==> config.mk <==
export PLATFORM = sky130hd
export DESIGN_NAME = timer_bank_flat
export DESIGN_NICKNAME = d
export VERILOG_FILES = /design/src/rtl/timer_bank_if.sv /design/src/rtl/timer_bank.sv /design/src/flat_wrapper.sv
export SDC_FILE = /design/constraint.sdc
export NUM_CORES = 1
export LEC_CHECK = 0
export ABC_AREA = 0
export CORE_AREA = 4 4 209 130
export CTS_BUF_LIST = sky130_fd_sc_hd__clkbuf_4 sky130_fd_sc_hd__clkbuf_8
export CTS_CLUSTER_SIZE = 10
export DETAILED_ROUTE_END_ITERATION = 10
export DIE_AREA = 0 0 213 134
export REMOVE_ABC_BUFFERS = 1
export SYNTH_ARGS = -nofsm -noshare
export SYNTH_HDL_FRONTEND = slang
export SYNTH_SLANG_ARGS = --single-unit
==> constraint.sdc <==
create_clock -name clk -period 7.28 [get_ports clk]
set_input_delay 0.728 -clock clk [delete_from_list [all_inputs] [get_ports clk]]
set_output_delay 0.728 -clock clk [all_outputs]
set_load 0.1 [all_outputs]
==> src/rtl/timer_bank_if.sv <==
// timer_bank_if: word-addressed register window plus interrupt outputs of timer_bank.
`default_nettype none

interface timer_bank_if #(
    parameter int CHANNELS = 2,
    parameter int CH_BITS  = (CHANNELS > 1) ? $clog2(CHANNELS) : 1
);
    logic [CH_BITS+1:0]  addr;
    logic                we;
    logic [31:0]         wdata;
    logic [31:0]         rdata;
    logic [CHANNELS-1:0] irq;
    logic                irq_any;

    modport master (
        output addr, we, wdata,
        input  rdata, irq, irq_any
    );

    modport slave (
        input  addr, we, wdata,
        output rdata, irq, irq_any
    );
endinterface

`default_nettype wire

==> src/rtl/timer_bank.sv <==
// ============================================================================
// Module      : timer_bank
// Description : CHANNELS independent one-shot / auto-reload / free-run timers
//               behind one register window; optional prescaler enabled by
//               defining TIMER_BANK_PRESCALE_EN.
// Revision    : 1.0 - initial release
// ============================================================================
`default_nettype none

module timer_bank #(
    parameter int CHANNELS = 2,
    parameter int WIDTH    = 32
) (
    input  wire logic clk,
    input  wire logic reset,
    timer_bank_if.slave bus
);
    localparam int CH_BITS = (CHANNELS > 1) ? $clog2(CHANNELS) : 1;

    localparam logic [1:0] C_IDLE = 2'd0;
    localparam logic [1:0] C_LOAD = 2'd1;
    localparam logic [1:0] C_CNT  = 2'd2;
    localparam logic [1:0] C_INT  = 2'd3;

    localparam logic [1:0] C_REG_CTRL   = 2'd0;
    localparam logic [1:0] C_REG_PRESET = 2'd1;
    localparam logic [1:0] C_REG_COUNT  = 2'd2;
    localparam logic [1:0] C_REG_STATUS = 2'd3;

    logic [CH_BITS-1:0]             w_ch;
    logic [1:0]                     w_reg;
    logic [CHANNELS-1:0][31:0]      w_rd_ch;
    logic [CHANNELS-1:0]            w_irq;
    logic [31:0]                    w_rdata;
    logic                           w_unused_wdata;

    assign w_ch           = bus.addr[CH_BITS+1:2];
    assign w_reg          = bus.addr[1:0];
    assign w_unused_wdata = ^bus.wdata;

    generate
        for (genvar i = 0; i < CHANNELS; i++) begin : g_ch
            logic             r_en;
            logic [1:0]       r_mode;
            logic             r_im;
            logic [WIDTH-1:0] r_preset;
            logic [WIDTH-1:0] r_count;
            logic             r_pend;
            logic [1:0]       r_state;
            logic [1:0]       w_next_state;
            logic             w_sel;
            logic             w_wr_ctrl;
            logic             w_wr_preset;
            logic             w_w1c;
            logic             w_tick;
            logic             w_up;
            logic             w_load;
            logic             w_dec;
            logic             w_inc;
            logic             w_set_pend;
            logic             w_clr_en;
            logic [3:0]       w_ps_rd;
            logic [31:0]      w_rd_val;

            assign w_sel       = bus.we && (w_ch == CH_BITS'(i));
            assign w_wr_ctrl   = w_sel && (w_reg == C_REG_CTRL);
            assign w_wr_preset = w_sel && (w_reg == C_REG_PRESET);
            assign w_w1c       = w_sel && (w_reg == C_REG_STATUS) && bus.wdata[0];
            assign w_up        = (r_mode == 2'd2);

`ifdef TIMER_BANK_PRESCALE_EN
            logic [3:0]  r_ps;
            logic [14:0] r_psc;
            logic [15:0] w_ps_lim;

            assign w_ps_lim = (16'd1 << r_ps) - 16'd1;
            assign w_tick   = (r_psc == w_ps_lim[14:0]);
            assign w_ps_rd  = r_ps;

            always_ff @(posedge clk or posedge reset) begin
                if (reset) begin
                    r_ps  <= 4'd0;
                    r_psc <= 15'd0;
                end else begin
                    if (w_wr_ctrl) begin
                        r_ps <= bus.wdata[7:4];
                    end
                    if (w_load) begin
                        r_psc <= 15'd0;
                    end else if ((r_state == C_CNT) && r_en) begin
                        r_psc <= w_tick ? 15'd0 : r_psc + 15'd1;
                    end
                end
            end
`else
            assign w_tick  = 1'b1;
            assign w_ps_rd = 4'd0;
`endif

            always_ff @(posedge clk or posedge reset) begin
                if (reset) begin
                    r_state <= C_IDLE;
                end else begin
                    r_state <= w_next_state;
                end
            end

            always_comb begin
                w_next_state = r_state;
                case (r_state)
                    C_IDLE: if (r_en) w_next_state = C_LOAD;
                    C_LOAD: w_next_state = C_CNT;
                    C_CNT: begin
                        if (!r_en) begin
                            w_next_state = C_IDLE;
                        end else if (w_tick && !w_up && (r_count == '0)) begin
                            w_next_state = C_INT;
                        end
                    end
                    default: w_next_state = (r_mode == 2'd1) ? C_LOAD : C_IDLE;
                endcase
            end

            always_comb begin
                w_load     = (r_state == C_LOAD);
                w_dec      = 1'b0;
                w_inc      = 1'b0;
                w_set_pend = 1'b0;
                w_clr_en   = (r_state == C_INT) && (r_mode != 2'd1);
                if ((r_state == C_CNT) && r_en && w_tick) begin
                    if (w_up) begin
                        w_inc      = 1'b1;
                        w_set_pend = (r_count == {WIDTH{1'b1}});
                    end else if (r_count == '0) begin
                        w_set_pend = 1'b1;
                    end else begin
                        w_dec      = 1'b1;
                    end
                end
            end

            // Software CTRL write takes priority over the one-shot EN clear
            always_ff @(posedge clk or posedge reset) begin
                if (reset) begin
                    r_en     <= 1'b0;
                    r_mode   <= 2'd0;
                    r_im     <= 1'b0;
                    r_preset <= '0;
                    r_count  <= '0;
                    r_pend   <= 1'b0;
                end else begin
                    if (w_wr_ctrl) begin
                        r_en   <= bus.wdata[0];
                        r_mode <= bus.wdata[2:1];
                        r_im   <= bus.wdata[3];
                    end else if (w_clr_en) begin
                        r_en   <= 1'b0;
                    end
                    if (w_wr_preset) begin
                        r_preset <= bus.wdata[WIDTH-1:0];
                    end
                    if (w_load) begin
                        r_count <= r_preset;
                    end else if (w_dec) begin
                        r_count <= r_count - WIDTH'(1);
                    end else if (w_inc) begin
                        r_count <= r_count + WIDTH'(1);
                    end
                    if (w_set_pend) begin
                        r_pend <= 1'b1;
                    end else if (w_w1c) begin
                        r_pend <= 1'b0;
                    end
                end
            end

            always_comb begin
                w_rd_val = 32'd0;
                case (w_reg)
                    C_REG_CTRL:   w_rd_val = {24'd0, w_ps_rd, r_im, r_mode, r_en};
                    C_REG_PRESET: w_rd_val = 32'(r_preset);
                    C_REG_COUNT:  w_rd_val = 32'(r_count);
                    default:      w_rd_val = {31'd0, r_pend};
                endcase
            end

            assign w_rd_ch[i] = w_rd_val;
            assign w_irq[i]   = r_pend & r_im;
        end
    endgenerate

    // Channel indices at or above CHANNELS match no entry and read as zero
    always_comb begin
        w_rdata = 32'd0;
        for (int j = 0; j < CHANNELS; j++) begin
            if (w_ch == CH_BITS'(j)) begin
                w_rdata = w_rd_ch[j];
            end
        end
    end

    assign bus.rdata   = w_rdata;
    assign bus.irq     = w_irq;
    assign bus.irq_any = |w_irq;

endmodule

`default_nettype wire

==> src/flat_wrapper.sv <==
// flat-port wrapper written by rule: the top's interface ports become plain ports
module timer_bank_flat 
#(
    parameter int CHANNELS = 2,
    parameter int WIDTH    = 32
)
  (clk, reset, bus_addr, bus_we, bus_wdata, bus_rdata, bus_irq, bus_irq_any);
  timer_bank_if #(.CHANNELS(CHANNELS)) bus_i ();
  input  wire logic clk;
  input  wire logic reset;
  input wire logic [$bits(bus_i.addr)-1:0] bus_addr;
  input wire logic [$bits(bus_i.we)-1:0] bus_we;
  input wire logic [$bits(bus_i.wdata)-1:0] bus_wdata;
  output wire logic [$bits(bus_i.rdata)-1:0] bus_rdata;
  output wire logic [$bits(bus_i.irq)-1:0] bus_irq;
  output wire logic [$bits(bus_i.irq_any)-1:0] bus_irq_any;
  assign bus_i.addr = bus_addr;
  assign bus_i.we = bus_we;
  assign bus_i.wdata = bus_wdata;
  assign bus_rdata = bus_i.rdata;
  assign bus_irq = bus_i.irq;
  assign bus_irq_any = bus_i.irq_any;
  timer_bank #(.CHANNELS(CHANNELS), .WIDTH(WIDTH)) u_core (.clk(clk), .reset(reset), .bus(bus_i));
endmodule
==> results of run 1 <==
-- routing by layer --
metal  vias to the layer above  share of wire (%)  global-route usage, %
met1                      4392                 49                  35.95
met2                       397                 39                  30.54
met4                         2                2.0                  6.328
met5                         -              0.040                      0
met3                        37                9.0                  6.615
li1                       4187                  -                      -
-- power by group through the flow --
stage	Clock, mW	Combinational [mW]	Sequential, mW
2_1_floorplan	0	1.42	1.28
3_3_place_gp	0	1.80	1.49
3_5_place_dp	0	1.83	1.49
4_1_cts	0.732	1.84	1.48
5_1_grt	0.765	2.03	1.52
6_report	0.719	1.85	1.49
-- layout by cell type (no fill, tap or decap), types with 23 or more instances in the layout --
master,n
sky130_fd_sc_hd__clkdlybuf4s50_1,71
sky130_fd_sc_hd__xnor2_1,28
sky130_fd_sc_hd__a22oi_1,76
sky130_fd_sc_hd__xor2_1,23
sky130_fd_sc_hd__nand4_1,30
sky130_fd_sc_hd__o21ai_0,77
sky130_fd_sc_hd__nor2_1,48
sky130_fd_sc_hd__a21oi_1,91
sky130_fd_sc_hd__a221oi_1,31
sky130_fd_sc_hd__dfrtp_1,142
sky130_fd_sc_hd__ha_1,60
sky130_fd_sc_hd__nand2_1,57
sky130_fd_sc_hd__mux2_2,72
-- cell usage after synthesis (20+ instances only) --
master	instances	area (um2)
sky130_fd_sc_hd__clkbuf_1	50	187.7
sky130_fd_sc_hd__dfrtp_1	142	3553
sky130_fd_sc_hd__a22oi_1	76	570.6
sky130_fd_sc_hd__o21ai_0	77	385.4
sky130_fd_sc_hd__xnor2_1	28	245.2
sky130_fd_sc_hd__nand3_1	21	105.1
sky130_fd_sc_hd__nand2_1	57	214.0
sky130_fd_sc_hd__inv_1	23	86.33
sky130_fd_sc_hd__xor2_1	23	201.4
sky130_fd_sc_hd__nor4_1	20	125.1
sky130_fd_sc_hd__nor2_1	49	183.9
sky130_fd_sc_hd__a221oi_1	31	271.5
sky130_fd_sc_hd__a21oi_1	91	455.4
sky130_fd_sc_hd__mux2_2	72	810.8
sky130_fd_sc_hd__nand4_1	30	187.7
sky130_fd_sc_hd__ha_1	60	750.7
-- area by class of cell --
cell class                      instances  area, um2  area share [%]
Clock buffer                           18      241.5           2.115
Tap cell                              329      411.6           3.605
Multi-Input combinational cell        835       6131           53.69
Timing Repair Buffer                   83      798.3           6.991
Inverter                               23      91.34          0.7999
Sequential cell                       142       3553           31.12
Clock inverter                         14      191.4           1.677
-- state kept, by name, indices dropped and copies added, names as in the netlist --
name	cells
u_core.g_ch.r_state	4
u_core.g_ch.r_preset	64
u_core.g_ch.r_count	64
u_core.g_ch.r_en	2
u_core.g_ch.r_mode	4
u_core.g_ch.r_im	2
u_core.g_ch.r_pend	2
-- critical path, delay by kind of cell --
| family | cells | cell delay (ns) |
|---|---|---|
| simple gates | 1 | 0.70 |
| buf+inv | 3 | 2.71 |
| compound gates | 2 | 0.51 |
-- worst max path at each step --
stage	start	endpoint	slack (ns)	depth (start not counted)
2_1_floorplan	u_core.g_ch[0].r_state[0]$_DFFE_PP0P_	u_core.g_ch[0].r_count[31]$_DFFE_PP0P_	1.58	13
3_3_place_gp	bus_addr[1]	bus_rdata[13]	2.05	6
3_5_place_dp	bus_addr[1]	bus_rdata[13]	1.99	6
4_1_cts	bus_addr[1]	bus_rdata[13]	1.98	6
5_1_grt	bus_addr[1]	bus_rdata[13]	1.72	6
6_report	bus_addr[1]	bus_rdata[13]	1.87	6
-- cells by family after synthesis --
family	Yosys count
AO/OA/AOI/OAI	385
AND/OR/NAND/NOR	257
flip-flops	142
buffers and inverters	84
multiplexers	80
adder cells (fa/ha/maj)	62
XOR/XNOR	51
-- stage by stage --
step	utilization [%]	area (um2)
after floorplan	-	9728
after global placement	43.85	10990
after detailed placement	43.85	10990
after CTS	45.57	11420
after global routing	45.57	11420
final	45.57	11420
==> summary.md, run 1 <==
| Metric | Value |
|---|---|
| Hold endpoint | u_core.g_ch[1].r_im$_DFFE_PP0P_ |
| Worst voltage drop across the vdd grid | about 0.00018 V |
| Total setup buffers inserted after CTS | 0 |
| Share of total power in sequential cells | 36.8% |
| Sequential fraction of the synthesis area | 35.65% |
| Worst Setup Start Kind | input port |
| Max Slew Vio Count | 0 |
| Logic gate share of total power | 45.5% |
| Share of total power in the clock network | approximately 18% |
| Top Ports | 73 |
| Post-place setup slack | between 1.5 and 2 ns |
| Critical path data arrival time | around 4.7 ns |
| # setup viols final | 0 |
| Fraction of the mapped netlist area in compound gates | about a quarter |
| Leakage power | approximately 4.8 nW |
| Max-Cap Viols | 0 |
| Result of the run | finished, final reports clean |
| CTS Hold Bufs | 0 |
| Post-Syn Area | around 10000 um2 |
| Largest net degree at the start of global routing | ~80 |
| Clock net sink count | roughly 140 |
| Number of synthesized flops with an enable pin | 0 |
| Part of the cycle the worst path needs | around 74% |
| Dominant combinational cell family by area after synthesis | compound AO/OA/AOI/OAI gates |
| Net total in the final layout | around 1200 |
| Count of placed standard cells including taps | 1412 |
| Mux cell area share after synthesis | under 10% |
| Row count | 45 |
| Relative slew margins | 22.06% |
| Filler cells | about 2400 |
| Clock tree from TritonCTS | done |
| Worst reg2reg path startpoint | u_core.g_ch[1].r_count[15]$_DFFE_PP0P_ |
| Initial antenna violation count | 1 |
| Achievable frequency | around 180 MHz |
| Internal power | 2.147 mW |
| Vias | approximately 9000 |
| Area share of xor/xnor cells in the synthesized design | under 10% |
| Die Width | around 210 um |
| Routability congestion estimate from global placement | ~0.9 |
| Initial cell density of the core | between 30% and 40% |
| Power after layout | between 4 and 5 mW |
| Final sum of negative setup slack | 0 ns |
| DRC Markers | 0 |
| Mean number of vias per cell | approximately 6.2 |
| Most used cell along the critical path | sky130_fd_sc_hd__clkdlybuf4s50_1 |
| Buffers on Ports | between 70 and 80 |
| Worst Hold Depth | 1 |
| Overall fraction of global-route tracks in use | 23.04% |
| Layout area overhead | 14.56% |
| Wire length of the first global-routing pass | ~50 mm |
| Worst endpoint required time | between 6 and 7 ns |
| Post-Synth Adder-Cell Area | 7.934% |
| Avg Synthesized Cell Area | approximately 9.4 um2 |
| Post-DR wirelength/cell | 22.65 um |
| Share of post-route cells with drive strength above 1 | a little over an eighth |
| Worst R2R Setup Slack | around 2.4 ns |
| Unrepaired setup endpoints after global routing | no |
| Root Driver | sky130_fd_sc_hd__clkbuf_8 |
| Cells resized by post-CTS repair | 0 |
| CTS Buf Count | 17 |
| Placeable core region | about 25000 um2 |
| Series of cell instances along the critical path | clkdlybuf4s50_1 > nor2b_4 > buf_4 > a22oi_1 > a21oi_1 > clkdlybuf4s50_1 |
| Hpwl dp | 23.71 mm |
| Warning count from the yosys run | 0 |
| Clock period minus final worst setup slack | between 5 and 6 ns |
| Deepest clock path buffer count | 2 |
| Flops & latches, synth | 142 |
| Clock-pin slew reported for the worst setup and hold paths after clock tree synthesis | ~0.09 ns |
| Residual antenna-violating net count after detailed routing | 0 |
| Switching fraction of total power | between 40 and 50% |
| Number of library cell types mapped by synthesis | between 60 and 70 |
| Predominant post-synthesis flop cell | sky130_fd_sc_hd__dfrtp_1 |
| Worst min-delay path class | reg -> reg |
| Worst stage delay on the critical path | around 1.2 ns |
| Overflow after GRT | 0 |
| Number of cells produced by synthesis | 1061 |
| Worst r2r path cells | 15 |
| H-Tree Level Count | 4 |
| Die outline area | around 29000 um2 |
| Switching power of the nets | 1.918 mW |
| Simple logic cell fraction of the synthesized area | a little over an eighth |
| Number of antenna cells inserted | 0 |
| Critical path peak fanout | 32 |
| Async SR Flop Fraction | 100.0% |
| Clock network latency to the later pin of the worst-skew pair | just under 0.5 ns |
| Worst hold slack | between 0.5 and 0.6 ns |
| Worst Setup End Kind | output port |
| Hold Fails Final Rpt | 0 |
| Final worst setup slack | about 1.9 ns |
| Max stage delay cell, worst path | sky130_fd_sc_hd__clkdlybuf4s50_1 |
| Worst clock skew on the final layout | 0.01546 ns |
| Worst setup path category | in -> out |
| Destination of the worst register-to-register timing path | u_core.g_ch[1].r_count[31]$_DFFE_PP0P_ |
| Die span in y | 134 um |
| Final std cells w/o fill | around 1400 |
| Wire length reported by the detailed router | roughly 33 mm |
| Pwr/cell area | roughly 360 nW/um2 |
| Number of global-route vias before repair | around 8400 |
| DRT iter0 DRCs | between 1000 and 1500 |
| Least-Margin Pin Slew | between 1 and 1.5 ns |
| Pre-Repair DR Iteration Count | 7 |
| Hold Path Origin | u_core.g_ch[1].r_im$_DFFE_PP0P_ |
(Power assumes the default switching activity.)
==> run 2, diff against run 1 <==
==> constraint.sdc (replaced) <==
create_clock -name clk -period 5.1 [get_ports clk]
set_input_delay 0.51 -clock clk [delete_from_list [all_inputs] [get_ports clk]]
set_output_delay 0.51 -clock clk [all_outputs]
set_load 0.1 [all_outputs]
==> run 2 against run 1 <==
Worst hold slack got worse by 0.0086 ns. Routed wire length fell by 0.17%. Cell count rose by 1.1%. Utilization rose by 0.10 points. Die area did not move. Global-route usage fell by 0.11 points. Final area rose by 0.23%. Setup slack got worse by 1.4 ns. Critical path type is now reg -> reg.
==> summary.md, run 2 (synthesized netlist as in run 1, its figures left out) <==
| Metric | Value |
|---|---|
| Result of the run | finished, final reports clean |
| Kind of cell with the highest combined delay on the critical path | simple AND/OR/NAND/NOR gates |
| Clock-pin slew reported for the worst setup and hold paths after clock tree synthesis | 0.09 ns (about the same) |
| Die span in y | 134 um (unchanged) |
| Routed metal-1 wirelength | 16.81 mm (+4.0%) |
| Worst stage delay on the critical path | 0.56 ns (-0.66 ns) |
| Highest routing layer actually used | met4 |
| Post-place setup slack | 0.5521 ns (-1.439 ns) |
| Most used cell along the critical path | sky130_fd_sc_hd__o21ai_0 |
| Pwr/cell area | 495.3 nW/um2 (+39%) |
| Count of placed standard cells including taps | 1428 (+1.1%) |
| Wire length reported by the detailed router | 32.64 mm (-0.17%) |
| Worst Hold Depth | 2 (+1) |
| Die Width | 213 um (unchanged) |
| Total setup buffers inserted after CTS | 0 (unchanged) |
| Share of post-route cells with drive strength above 1 | 17.42% (+4.0 points) |
| Max stage delay cell, worst path | sky130_fd_sc_hd__nor4_1 |
| Row count | 45 (unchanged) |
| Top Ports | 73 (unchanged) |
| Most used cells in the layout excluding fill and tap cells | 142 x sky130_fd_sc_hd__dfrtp_1, 91 x sky130_fd_sc_hd__a21oi_1, 77 x sky130_fd_sc_hd__o21ai_0, 76 x sky130_fd_sc_hd__a22oi_1, 72 x sky130_fd_sc_hd__mux2_2 |
| Clock period minus final worst setup slack | roughly 4.6 ns |
| Filler cells | 2433 (+2.0%) |
| Critical path data arrival time | 4.99 ns (+0.31 ns) |
| Leakage power | 4.864 nW (+2.1%) |
| Least-Margin Pin Slew | 1.155 ns (-0.01211 ns) |
| Initial cell density of the core | 39.78% (unchanged) |
| Area of the multi-input gates | 6131 um2 (unchanged) |
| Overall fraction of global-route tracks in use | 22.92% (-0.11 points) |
| Worst min-delay path class | reg -> reg |
| Layout area overhead | 14.83% |
| Mean number of vias per cell | 6.280 (+0.59%) |
| Residual antenna-violating net count after detailed routing | 0 (unchanged) |
| Power after layout | 5.668 mW (+39%) |
| Die outline area | 28540 um2 (unchanged) |
| Cells resized by post-CTS repair | 0 (unchanged) |
| DRT iter0 DRCs | 1172 (+12%) |
| Unrepaired setup endpoints after global routing | no |
| Pre-Repair DR Iteration Count | 6 (-1) |
| Worst voltage drop across the vdd grid | 0.0002406 V (+34%) |
| CTS Hold Bufs | 0 (unchanged) |
| CTS Buf Count | 17 (unchanged) |
| Worst clock skew on the final layout | 0.01279 ns (-0.002675 ns) |
| Deepest clock path buffer count | 2 (unchanged) |
| Critical path peak fanout | 36 (+13%) |
| Net total in the final layout | 1218 (+1.3%) |
| Worst Setup End Kind | flip-flop |
| Post-DR wirelength/cell | 22.36 um (-1.3%) |
| Wire length of the first global-routing pass | 50.95 mm (about the same) |
| Number of cells on the critical path | 15 (+9) |
| Final sum of negative setup slack | 0 ns (unchanged) |
| Worst endpoint required time | 5.44 ns (-1.11 ns) |
| Met3 WL post-DR | 2.823 mm (-4.4%) |
| Series of cell instances along the critical path | nor4_1 > nand2_1 > nor4_4 > nor3_2 > buf_12 > ha_1 > and3_4 > a211o_1 > a31oi_4 > a31oi_2 > a221oi_2 > nor2b_1 > o21ai_0 > mux2i_1 > o21ai_0 |
| Overflow after GRT | 0 (unchanged) |
| Amount of wire on met2 after detailed routing | 12.46 mm (-3.4%) |
| Regs by FF count | u_core.g_ch.r_count x64, u_core.g_ch.r_preset x64 |
| Clock tree from TritonCTS | done |
| Vias | 9169 (+1.7%) |
| Max-Cap Viols | 0 (unchanged) |
| Hold Fails Final Rpt | 0 (unchanged) |
| Achievable frequency | approximately 220 MHz |
| Clock net sink count | 142 (unchanged) |
| Routability congestion estimate from global placement | 0.8976 (+2.0%) |
| Number of antenna cells inserted | 0 (unchanged) |
| Clock network latency to the later pin of the worst-skew pair | 0.48 ns (about the same) |
| Number of global-route vias before repair | 8425 (+0.65%) |
| Worst Setup Start Kind | flip-flop |
| Largest net degree at the start of global routing | 90 (+11%) |
| Worst setup path category | reg -> reg |
| Root Driver | sky130_fd_sc_hd__clkbuf_8 |
| Placeable core region | 25060 um2 (unchanged) |
| Hpwl dp | 24.12 mm (+1.7%) |
| Worst r2r path cells | 15 (unchanged) |
| DRC Markers | 0 (unchanged) |
| Most frequent standard cell in the layout excluding fill and tap cells | sky130_fd_sc_hd__dfrtp_1 |
| # setup viols final | 0 (unchanged) |
| Final worst setup slack | 0.4559 ns (-1.417 ns) |
| Max Slew Vio Count | 0 (unchanged) |
| Worst R2R Setup Slack | 0.46 ns (-1.96 ns) |
| Worst path bufs/invs | 1 (-2) |
| Post-route cell area | 11440 um2 (+0.23%) |
| Buffers on Ports | 72 (unchanged) |
| Final std cells w/o fill | 1460 (+1.1%) |
| Part of the cycle the worst path needs | just over 90% |
| Initial antenna violation count | 0 (-1) |
| Sequential Area | 3553 um2 (unchanged) |
| Relative slew margins | 22.61% (+0.55 points) |
| Total placed instance area | 11070 um2 (+0.73%) |
| H-Tree Level Count | 4 (unchanged) |
run 2: cell count changes in the layout (fill, tap and decap cells not counted):
cell                              previous run  this run
sky130_fd_sc_hd__clkdlybuf4s50_1            71        40
sky130_fd_sc_hd__buf_12                      0         3
sky130_fd_sc_hd__bufinv_16                   4         1
sky130_fd_sc_hd__clkinvlp_4                  1         4
sky130_fd_sc_hd__clkinv_4                    3         1
sky130_fd_sc_hd__clkbuf_4                    1         2
sky130_fd_sc_hd__buf_4                      11        55
sky130_fd_sc_hd__inv_6                       3         1
sky130_fd_sc_hd__clkbuf_8                   17        20
run 2: path summary, 6_finish.rpt:
check / from / end
worst max-delay path: u_core.g_ch[0].r_count[25]$_DFFE_PP0P_ / u_core.g_ch[0].r_count[29]$_DFFE_PP0P_
worst min-delay path: u_core.g_ch[0].r_preset[1]$_DFFE_PP0P_ / u_core.g_ch[0].r_count[1]$_DFFE_PP0P_
worst max register to register: u_core.g_ch[0].r_count[25]$_DFFE_PP0P_ / u_core.g_ch[0].r_count[29]$_DFFE_PP0P_
worst min register to register: u_core.g_ch[0].r_preset[1]$_DFFE_PP0P_ / u_core.g_ch[0].r_count[1]$_DFFE_PP0P_
max in group asynchronous: reset / u_core.g_ch[0].r_preset[28]$_DFFE_PP0P_
min in group asynchronous: reset / u_core.g_ch[1].r_preset[5]$_DFFE_PP0P_
run 2: per-stage QoR:
stage | hold slack (ns) | utilization, %
floorplan | 0.4789 | -
CTS | 0.5396 | 45.68
finish | 0.5303 | 45.68
global placement | 0.5140 | 44.16
global route | 0.5630 | 45.68
detailed placement | 0.5212 | 44.16
run 2: tightest hold or removal path, delay by kind of cell, from the launching register on:
kind / cells / cell delay (ns)
flip-flops: 1 / 0.37
AO/OA/AOI/OAI: 1 / 0.08
AND/OR/NAND/NOR: 1 / 0.06
run 2: cell type report:
type	count	area share [%]
multi-input cells	835	53.57
flip-flops and latches	142	31.05
repair buffers	99	7.675
well taps	329	3.597
clock buffers	22	2.536
inverters	23	0.7981
clock inverters	10	0.7762
run 2: layer usage:
metal	up-vias	global-route usage [%]
li1	4217	-
met1	4520	38.22
met2	394	29.14
met3	38	5.189
met4	0	4.898
met5	-	0
run 2: where the power goes:
group | total [mW] | switching (mW) | internal (mW)
clock network | 0.897 | 0.465 | 0.431
registers | 2.00 | 0.505 | 1.50
logic | 2.77 | 1.71 | 1.06
